==> src/rtl/grf_wb_arbiter.sv <==
// grf_wb_arbiter
//   Two-port writeback arbiter in front of a single register-file write port.
//   Port 0 (main pipeline) has priority; port 1 (multi-cycle unit) is forced
//   to win once it has waited STARVE_MAX consecutive cycles. The grant is
//   combinational and the register-file write is registered (latency 1).
//
//   Optional build macro: GRF_WB_TRACE_EN -- when defined, every cycle with
//   grf_we high prints "@<pc hex8>: $<addr dec2> <= <data hex8>" in simulation.
//
// Ports
//   clk                      clock, all state changes on posedge
//   reset                    asynchronous, active-low reset
//   req0/req1                writeback request, held with payload until ack
//   addr0/addr1 [4:0]        destination register
//   data0/data1 [31:0]       write data
//   pc0/pc1 [31:0]           PC of the writing instruction
//   ack0/ack1                combinational grant (request consumed this cycle)
//   stall0                   req0 && !ack0, freezes the main pipeline
//   grf_we/grf_waddr/grf_wdata/grf_wpc   registered register-file write port
module grf_wb_arbiter #(
  parameter int STARVE_MAX = 4
) (
  input  logic        clk,
  input  logic        reset,
  input  logic        req0,
  input  logic        req1,
  input  logic [4:0]  addr0,
  input  logic [4:0]  addr1,
  input  logic [31:0] data0,
  input  logic [31:0] data1,
  input  logic [31:0] pc0,
  input  logic [31:0] pc1,
  output logic        ack0,
  output logic        ack1,
  output logic        stall0,
  output logic        grf_we,
  output logic [4:0]  grf_waddr,
  output logic [31:0] grf_wdata,
  output logic [31:0] grf_wpc
);

  localparam int            CW       = (STARVE_MAX < 1) ? 1 : $clog2(STARVE_MAX + 1);
  localparam logic [CW-1:0] WAIT_LIM = CW'(STARVE_MAX);

  logic [CW-1:0] waitCnt_r;
  logic [CW-1:0] waitCntNext_s;
  logic          grant0_s;
  logic          grant1_s;
  logic [4:0]    selAddr_s;
  logic [31:0]   selData_s;
  logic [31:0]   selPc_s;

  // Grant decision: starved port 1 first, then port 0, then port 1; nothing in reset
  always_comb begin
    grant0_s = 1'b0;
    grant1_s = 1'b0;
    if (!reset) begin
      grant0_s = 1'b0;
      grant1_s = 1'b0;
    end else if (req1 && (waitCnt_r == WAIT_LIM)) begin
      grant1_s = 1'b1;
    end else if (req0) begin
      grant0_s = 1'b1;
    end else if (req1) begin
      grant1_s = 1'b1;
    end else begin
      grant0_s = 1'b0;
      grant1_s = 1'b0;
    end
  end

  assign ack0   = grant0_s;
  assign ack1   = grant1_s;
  assign stall0 = req0 & ~grant0_s;

  // Starvation counter: counts consecutive losing cycles of port 1, saturating
  always_comb begin
    waitCntNext_s = {CW{1'b0}};
    if (req1 && !grant1_s) begin
      if (waitCnt_r == WAIT_LIM) begin
        waitCntNext_s = waitCnt_r;
      end else begin
        waitCntNext_s = waitCnt_r + CW'(1);
      end
    end else begin
      waitCntNext_s = {CW{1'b0}};
    end
  end

  // Starvation counter register
  always_ff @(posedge clk or negedge reset) begin
    if (!reset) begin
      waitCnt_r <= {CW{1'b0}};
    end else begin
      waitCnt_r <= waitCntNext_s;
    end
  end

  // Payload mux follows the granted port
  always_comb begin
    selAddr_s = addr0;
    selData_s = data0;
    selPc_s   = pc0;
    if (grant1_s) begin
      selAddr_s = addr1;
      selData_s = data1;
      selPc_s   = pc1;
    end else begin
      selAddr_s = addr0;
      selData_s = data0;
      selPc_s   = pc0;
    end
  end

  // Write stage: capture on grant; writes to $0 are acked but never enabled.
  // Reset clears a captured entry so no write appears after release.
  always_ff @(posedge clk or negedge reset) begin
    if (!reset) begin
      grf_we    <= 1'b0;
      grf_waddr <= 5'd0;
      grf_wdata <= 32'd0;
      grf_wpc   <= 32'd0;
    end else if (grant0_s || grant1_s) begin
      grf_we    <= (selAddr_s != 5'd0);
      grf_waddr <= selAddr_s;
      grf_wdata <= selData_s;
      grf_wpc   <= selPc_s;
    end else begin
      grf_we    <= 1'b0;
    end
  end

`ifdef GRF_WB_TRACE_EN
  // Simulation trace of each register-file write
  always_ff @(posedge clk) begin
    if (grf_we) begin
      $display("@%08h: $%2d <= %08h", grf_wpc, grf_waddr, grf_wdata);
    end
  end
`else
`endif

endmodule

==> config.mk <==
export PLATFORM = sky130hd
export DESIGN_NAME = grf_wb_arbiter
export DESIGN_NICKNAME = d
export VERILOG_FILES = /design/src/rtl/grf_wb_arbiter.sv
export SDC_FILE = /design/constraint.sdc
export NUM_CORES = 1
export LEC_CHECK = 0
export CELL_PAD_IN_SITES_DETAIL_PLACEMENT = 1
export CELL_PAD_IN_SITES_GLOBAL_PLACEMENT = 1
export CORE_MARGIN = 2
export CORE_UTILIZATION = 25
export DETAILED_ROUTE_END_ITERATION = 7
export PLACE_DENSITY = 0.77
export SYNTH_ARGS = -nofsm -noshare
export SYNTH_HDL_FRONTEND = slang
export SYNTH_SLANG_ARGS = --single-unit
==> constraint.sdc <==
create_clock -name clk -period 1.5 [get_ports clk]
set_input_delay 0.15 -clock clk [delete_from_list [all_inputs] [get_ports clk]]
set_output_delay 0.15 -clock clk [all_outputs]
set_load 0.02 [all_outputs]
==> impl_results.md, run 1 <==
- Crit-path cells: inv_2 > ha_4 > a21boi_4 > or2_4 > buf_12 > clkbuf_16 > o221a_4
- Delay of the slowest cell on the worst path: 0.39 ns
- Simple-Gate Fraction of Synth Area: 15.47%
- Starting density of the core: 25.80%
- Number of library cell types mapped by synthesis: 27
- P per Cell Area: 935.3 nW/um^2
- Clock Tree Root: clkbuf_16
- Outcome: complete, but fails checks
- Met1 Routed Length: 5997 um
- Max Cap Viol: 0
- Fmax: 597.4 MHz
- Failing checks: setup timing
- DRT Pass-1 Iters: 4
- Top area cells in the synthesized netlist: dfrtp_1, o221a_2, nand2b_1, o221a_1, or2b_1
- CP Launch Type: flip-flop
- Synth top area share: 53.27%
- DRC viols: 0
- Gpl congestion: 0.8079
- Max Used Layer: met4
- Largest net degree at the start of global routing: 47
- IO Port Bufs: 214
- Min-delay worst type: in -> async
- H-tree Lvls: 3
- Post-Route WL: 15110 um
- CTS Buffer Depth: 2
- Vias in the first global route: 3814
- Grt ovf: 0
- CTS tree: done
- Seq/Total Area, Yosys: 53.27%
- Mean Syn Cell Area: 12.52 um^2
- WL/cell: 21.34 um
- Main combinational cell family by area after synthesis: compound AO/OA/AOI/OAI gates
- RSZ-0062 raised after global routing: true
- Post-Synth Adder-Cell Area: 0.7297%
- First-pass GRT wire length: 20470 um
- Via Count: 3415
- CTS clk-pin slew, worst paths: 0.05 ns
- Clk_skew: 0.005345 ns
- Critical path capture point type: flip-flop
- Worst Tran Pin Value: 0.6450 ns
- Fillers: 1349
- XOR/XNOR Fraction of Synth Area: 0%
- Met3 wire len: 894 um
- Worst-Skew Late Latency: 0.33 ns
- Die Ht: 121.1 um
- Final min period: 1.674 ns
- Setup_tns: -9.214 ns
- Critical Path Source: waitCnt_r[0]
- Tcrit/Tclk final: 111.6%
- Synth-to-Final Area Change: 107.0%
- Clock sinks: 73
- Leading area contributor after synthesis: dfrtp_1
- Cells after synthesis: 274
- Antenna Violating Nets Remaining: 0
- VDD IR max: 0.5422 mV
- Met2 wire len: 7783 um
- Final setup violating endpoints: 70
- WS Path Type: reg -> reg
- Complex-gate fraction of the synthesized area: 25.17%
- Slew Limit Fails: 0
- Share of cells above drive strength 1: 24.06%
- R2r startpoint: waitCnt_r[0]
- CP arrival: 1.89 ns
- WP data required: 1.72 ns
- Io pins: 215
- First DRT Iteration DRCs: 116
- Final hold viol count: 0
- CP max stage cell: dfrtp_1
- Fin nets: 673
- Cell Rows: 42
- GRT Total Usage: 18.20%
- P_leak: 2.842 nW
- FF+latch count, synth: 73
- Core Box Area: 13300 um^2
- Die area: 14670 um^2
- Vias per std cell: 4.823
- Crit-path max FO: 8
- Cell area after synthesis: 3430 um^2
- Hpwl dp: 9609 um
- Slew headroom: 57.00%
- Antenna violations before repair: 0
- Clock buffer count from CTS: 9
- Yosys synthesis warning count: 0
- Antenna cells: 0
- Syn Nets: 418
- Setup WS post-layout: -0.1739 ns
- Mux share of post-synthesis cell area: 0%
- Chip width: 121.1 um
- Post-layout total power: 6.641 mW
==> placed cells by master (no fill, tap or decap), types with 2 or more instances in the layout <==
cell type        instances
clkdlybuf4s50_1        199
dfrtp_1                 73
nand2b_1                52
o221a_4                 47
buf_4                   28
o221a_1                 17
clkbuf_16               17
or2b_1                  13
o211ai_1                10
dlymetal6s2s_1           8
buf_6                    7
nand2_1                  6
buf_12                   6
inv_1                    5
clkbuf_1                 4
inv_2                    3
buf_16                   3
buf_8                    3
dlygate4sd2_1            3
nand3_4                  2
nor2_1                   2
nand3_1                  2
or3_1                    2
a21boi_1                 2
==> worst max-delay path: cells and delay by family, from the launching register on <==
family          cells  cell delay (ns)
buf+inv             3             0.41
flops               1             0.39
compound gates      2             0.31
simple gates        1             0.28
fa+ha+maj           1             0.16
==> power by group <==
part | switching [mW] | internal, mW | total, mW
Combinational | 0.975 | 1.40 | 2.37
Sequential | 0.142 | 2.23 | 2.37
Clock | 0.797 | 1.10 | 1.90
==> routing by layer <==
metal	vias to the layer above	track usage, %
li1	1567	-
met1	1686	21.15
met3	27	4.793
met2	135	31.46
met5	-	0
met4	0	7.849
==> per-stage QoR <==
| step | cells | hold slack [ns] | util, % | setup WS, ns | cell area, um^2 |
|---|---|---|---|---|---|
| 2_1_floorplan | 274 | -0.1456 | - | -0.01191 | 3446 |
| 3_3_place_gp | 674 | 0.2119 | 44.94 | -0.3809 | 5974 |
| 3_5_place_dp | 674 | 0.2263 | 44.94 | -0.4107 | 5974 |
| 4_1_cts | 695 | 0.1257 | 48.21 | -0.1550 | 6410 |
| 5_1_grt | 708 | 0.1619 | 53.41 | -0.2398 | 7101 |
| 6_report | 708 | 0.1070 | 53.41 | -0.1739 | 7101 |
==> layout make-up <==
type                            count  area, um^2  share of cell area [%]
Sequential cell                    73        1827                   25.73
Clock inverter                      1       5.005                 0.07048
Multi-Input combinational cell    170        1906                   26.84
Clock buffer                       13       240.2                   3.383
Inverter                            9       37.54                  0.5286
Timing Repair Buffer              266        2865                   40.35
Tap cell                          176       220.2                   3.101
==> timing repair <==
item	in CTS	in global routing
hold endpoints to repair	3	0
setup buffers	4	3
gates resized for setup	41	65
pin swaps	5	39
setup endpoints to repair	76	83
gates cloned	2	11
hold buffers	1	0
==> logic make-up after synthesis <==
kind of cell / after synthesis
AND/OR/NAND/NOR: 86
AO/OA/AOI/OAI: 82
flip-flops: 73
buffers and inverters: 31
adder cells (fa/ha/maj): 2
==> synth_stat cells <==
library cell and n:
dfrtp_1 73, nand2b_1 52, o221a_2 47, o221a_1 17, or2b_1 13, o211ai_1 10
inv_1 9, buf_6 8, clkbuf_1 8, nand2_1 7, buf_2 6, nand3_1 4
a21boi_0 3, ha_1 2, nor2_1 2, or3_1 2, a21boi_4 1, a311oi_1 1
nand2_2 1, nor3_1 1, nor3_2 1, nor4_1 1, o21a_1 1, o21ai_0 1
o21ai_1 1, or2_1 1, or4_1 1
==> flip-flops by register name (all words and copies together) (netlist names) <==
signal and flops:
grf_waddr 5, waitCnt_r 3, grf_wdata 32, grf_we 1, grf_wpc 32
==> worst paths after layout <==
check	endpoint	slack (ns)	cells past startpoint
min	grf_wdata[19]	0.11	3
max reg2reg	grf_wpc[29]	-0.17	7
min reg2reg	grf_waddr[4]	0.51	2
min in group clk	grf_waddr[2]	0.38	5
max in group asynchronous	waitCnt_r[0]	0.83	4
max	grf_wpc[29]	-0.17	7
(Power assumes the default switching activity.)
==> run 2: changes to the inputs <==
ABC_CLOCK_PERIOD_IN_PS = 1500   (was default)
MAX_ROUTING_LAYER = met4   (was default)
==> impl_results.md, run 2 (synthesis gave the netlist of run 1 again) <==
- Outcome: complete, but fails checks
- Failing checks: setup timing
- Antenna cells: 0
- Die Ht: 121.1 um
- CP max stage cell: dfrtp_1
- First-pass GRT wire length: 20450 um
- Fin nets: 673
- Worst Tran Pin Value: 0.6431 ns
- Fmax: 596.2 MHz
- Final core utilization: 53.41%
- Slew Limit Fails: 0
- Most frequent cells in the layout: clkdlybuf4s50_1, dfrtp_1, nand2b_1, o221a_4, buf_4
- Setup WS post-layout: -0.1774 ns
- CTS Buffer Depth: 2
- P per Cell Area: 935.6 nW/um^2
- Gpl congestion: 0.8197
- Critical path capture point type: flip-flop
- IO Port Bufs: 214
- WS Path Type: reg -> reg
- Hpwl dp: 9609 um
- Delay of the slowest cell on the worst path: 0.40 ns
- Buf/Inv on CP: 3
- VDD IR max: 0.5401 mV
- DRC viols: 0
- Crit-path max FO: 8
- Antenna violations before repair: 0
- Starting density of the core: 25.80%
- Most common cell after layout, fill and taps aside: clkdlybuf4s50_1
- Synth-to-Final Area Change: 107.0%
- Tcrit/Tclk final: 111.8%
- Grt ovf: 0
- Largest regs: grf_wdata: 32 flops, grf_wpc: 32 flops, grf_waddr: 5 flops
- P_leak: 2.842 nW
- WL/cell: 21.34 um
- Max Cap Viol: 0
- Post-Route WL: 15110 um
- DRT Pass-1 Iters: 4
- Die area: 14670 um^2
- Worst-Skew Late Latency: 0.33 ns
- Antenna Violating Nets Remaining: 0
- Via Count: 3411
- Vias in the first global route: 3809
- Crit-path cells: inv_2 > ha_4 > a21boi_4 > or2_4 > buf_12 > clkbuf_16 > o221a_4
- CTS tree: done
- Final min period: 1.677 ns
- CTS clk-pin slew, worst paths: 0.06 ns
- Largest net degree at the start of global routing: 47
- Clock Tree Root: clkbuf_16
- CP Launch Type: flip-flop
- Slew headroom: 57.13%
- Dpl cells: 674
- Fillers: 1349
- Clk_skew: 0.005738 ns
- Clock sinks: 73
- H-tree Lvls: 3
- Post-Layout Cell Count: 708
- Top Family by Delay on Critical Path: buffers and inverters
- WP data required: 1.72 ns
- Min-delay worst type: in -> async
- Vias per std cell: 4.818
- GRT Total Usage: 18.72%
- Final hold viol count: 0
- Clock buffer count from CTS: 9
- RSZ-0062 raised after global routing: true
- Final setup violating endpoints: 70
- Core Box Area: 13300 um^2
- Chip width: 121.1 um
- Cell Rows: 42
- First DRT Iteration DRCs: 119
- CP arrival: 1.90 ns
- Io pins: 215
- Share of cells above drive strength 1: 24.06%
==> run 2: cell counts in the layout (fill, tap and decap cells not counted) <==
No cell type changed its count.
==> run 2: worst min-delay path: stages <==
cell,delay [ns]
buf_4,0.10
buf_4,0.14
buf_4,0.52
==> run 2: through the flow <==
step                      TNS, ns  setup WS (ns)  hold slack, ns  cell area [um^2]  power, mW
after floorplan           -0.5458       -0.01191         -0.1456              3446      3.233
after global placement     -18.17        -0.3809          0.2119              5974      4.370
after detailed placement   -20.92        -0.4107          0.2263              5974      4.423
after CTS                  -9.065        -0.1550          0.1257              6410      6.438
after global routing       -14.21        -0.2398          0.1556              7101      6.966
final                      -9.496        -0.1774          0.1110              7101      6.643
==> run 2: report_power, final <==
part           switching, mW  internal (mW)  leakage (nW)
Clock                  0.799           1.10         0.120
Combinational          0.976           1.40          1.90
Sequential             0.141           2.23         0.817
==> run 2: layer usage <==
layer  track usage, %  wire (um)
met1            21.39       6021
met2            31.46       7809
met3            4.464        836
met4            7.849        439
met5                -          0
==> run 2: final timing paths <==
check,start,end,slack [ns],depth (start not counted)
hold reg to reg,grf_waddr[4],grf_waddr[4],0.51,2
setup / recovery,waitCnt_r[0],grf_wpc[29],-0.18,7
max in group asynchronous,reset,waitCnt_r[0],0.83,4
min in group clk,reset,grf_waddr[2],0.38,5
hold / removal,reset,grf_wdata[19],0.11,3
setup reg to reg,waitCnt_r[0],grf_wpc[29],-0.18,7
==> run 2: area by class of cell <==
cell class,count,area [um^2],area share (%)
multi-input cells,170,1906,26.84
well taps,176,220.2,3.101
repair buffers,266,2865,40.35
flip-flops and latches,73,1827,25.73
clock inverters,1,5.005,0.07048
inverters,9,37.54,0.5286
clock buffers,13,240.2,3.383
==> run 2: repair_timing <==
action / in CTS / in global routing
cloned: 2 / 11
gates resized for setup: 41 / 65
pin swaps: 5 / 40
endpoints found under the setup margin: 76 / 83
buffers inserted: 4 / 3
hold buffers: 1 / 0
hold endpoints to repair: 3 / 0
==> run 3: changes to the inputs <==
ABC_CLOCK_PERIOD_IN_PS = 1850   (was 1500)
CORE_UTILIZATION = 27   (was 25)
PLACE_DENSITY = 0.79   (was 0.77)
clock period = 1.85 ns   (was 1.5 ns; I/O delays follow)
==> impl_results.md, run 3 (synthesis gave the netlist of run 1 again) <==
- Outcome: finished clean
- Combinational power share: 30.0%
- Clock buffer count from CTS: 9
- CTS Buffer Depth: 2
- RSZ-0062 raised after global routing: false
- Worst Tran Pin Value: 0.8911 ns
- Share of cells above drive strength 1: 18.73%
- CP Launch Type: flip-flop
- Placed Area: 5831 um^2
- Final core utilization: 49.18%
- Final min period: 1.782 ns
- Worst reg2reg setup slack: 0.07 ns
- Min-delay worst type: in -> async
- WP data required: 2.07 ns
- Antenna violations before repair: 0
- Antenna cells: 0
- Antenna Violating Nets Remaining: 0
- Power share of the clock group: 33.9%
- Post-Route WL: 12830 um
- Critical path capture point type: flip-flop
- First DRT Iteration DRCs: 158
- Starting density of the core: 27.40%
- H-tree Lvls: 3
- Slew Limit Fails: 0
- Switch share: 27.70%
- GRT Total Usage: 19.54%
- First-pass GRT wire length: 19470 um
- R2R cell count: 7
- Fmax: 561.0 MHz
- Crit-path max FO: 31
- Io pins: 215
- Tcrit/Tclk final: 96.35%
- Via Count: 3250
- Post-CTS setup buffers: 0
- Final setup violating endpoints: 0
- RR Endpoint: grf_wpc[22]
- Clk_skew: 0.005560 ns
- WL/cell: 19.04 um
- Vias in the first global route: 3631
- Grt ovf: 0
- Setup_tns: 0 ns
- R2r startpoint: waitCnt_r[1]
- DRC viols: 0
- Largest regs: grf_wdata: 32 flops, grf_wpc: 32 flops, grf_waddr: 5 flops
- Slew headroom: 40.59%
- Gpl congestion: 0.7771
- Core Box Area: 12520 um^2
- Post-layout total power: 5.324 mW
- CP arrival: 2.01 ns
- Chip width: 116.7 um
- Worst-Skew Late Latency: 0.34 ns
- P_leak: 2.419 nW
- CTS clk-pin slew, worst paths: 0.06 ns
- Critical Path Source: waitCnt_r[1]
- Most frequent cells in the layout: clkdlybuf4s50_1, dfrtp_1, nand2b_1, o221a_2
- Critical Path End: grf_wpc[22]
- Max Cap Viol: 0
- DRT Pass-1 Iters: 4
- Switching Power: 1.475 mW
- Reg power frac: 36.0%
- Final hold viol count: 0
- Crit-path cells: inv_1 > ha_4 > a21boi_4 > or2_2 > buf_4 > buf_6 > o221a_2
- Hpwl dp: 9353 um
- Clock sinks: 73
- Die Ht: 116.7 um
- CTS tree: done
- Vias per std cell: 4.822
- Fin nets: 641
- Cell Rows: 41
- IO Port Bufs: 214
- Post-route cell area: 6156 um^2
- Die area: 13620 um^2
- Synth-to-Final Area Change: 79.50%
- Delay of the slowest cell on the worst path: 0.38 ns
- VDD IR max: 0.3793 mV
- P per Cell Area: 864.9 nW/um^2
- Clock Tree Root: clkbuf_16
- Largest net degree at the start of global routing: 69
- Internal: 3.849 mW
- Most common cell after layout, fill and taps aside: clkdlybuf4s50_1
- WS Path Type: reg -> reg
- CP max stage cell: dfrtp_1
-- run 3: cell count changes in the layout (fill, tap and decap cells not counted), sizes merged --
| cell | delta |
|---|---|
| bufinv | +1 |
| dlymetal6s2s | -8 |
| clkbuf | -8 |
| dlygate4sd2 | -3 |
| buf | -25 |
| inv | +1 |
| clkinv | +1 |
| clkdlybuf4s50 | +11 |
-- run 3: how the worst min path moves through the flow --
stage	from	end	slack (ns)	cells after the start
2_1_floorplan	reset	grf_waddr[0]	-0.11	0
5_1_grt	reset	grf_wdata[19]	0.43	3
3_5_place_dp	reset	waitCnt_r[0]	0.16	2
4_1_cts	reset	waitCnt_r[0]	0.41	3
3_3_place_gp	reset	waitCnt_r[0]	0.16	2
6_report	reset	waitCnt_r[0]	0.42	3
-- run 3: what timing repair did --
item / CTS / global route
hold buffers: 1 / 0
endpoints found under the setup margin: 29 / 58
resized for setup: 13 / 6
endpoints found under the hold margin: 5 / 0
-- run 3: metrics by stage --
step	std cells	setup slack, ns	hold slack, ns
6_report	674	0.06760	0.4185
5_1_grt	674	0.004501	0.4270
4_1_cts	674	0.005147	0.4144
3_5_place_dp	657	-0.1187	0.1648
3_3_place_gp	657	-0.08489	0.1592
2_1_floorplan	274	0.2353	-0.1106
-- run 3: critical path: cells and delay by family (launching register included) --
kind	cells	cell delay, ns
buffers and inverters	3	0.44
DFF	1	0.38
AOI/OAI and AO/OA	2	0.36
and+or+nand+nor	1	0.29
adders and majority gates	1	0.17
-- run 3: power by group through the flow --
stage                     Combinational [mW]  Sequential (mW)  Clock [mW]
after floorplan                        0.430             2.18           0
after global placement                  1.57             1.93           0
after detailed placement                1.61             1.94           0
after CTS                               1.62             1.92        1.85
after global routing                    1.71             1.95        1.90
final                                   1.60             1.92        1.81
-- run 3: cell type report --
type	instances	area (um^2)
clock buffers	12	256.5
clock inverters	4	51.30
fillers	1353	6361
inverters	9	33.78
multi-input cells	170	1451
flip-flops and latches	73	1827
well taps	172	215.2
repair buffers	234	2321
-- run 3: layer usage --
metal | track usage (%) | wire length [um] | up-vias
li1 | - | - | 1481
met1 | 21.66 | 5055 | 1623
met2 | 33.80 | 6632 | 126
met3 | 4.982 | 901 | 20
met4 | 7.373 | 246 | 0
met5 | - | 0 | -
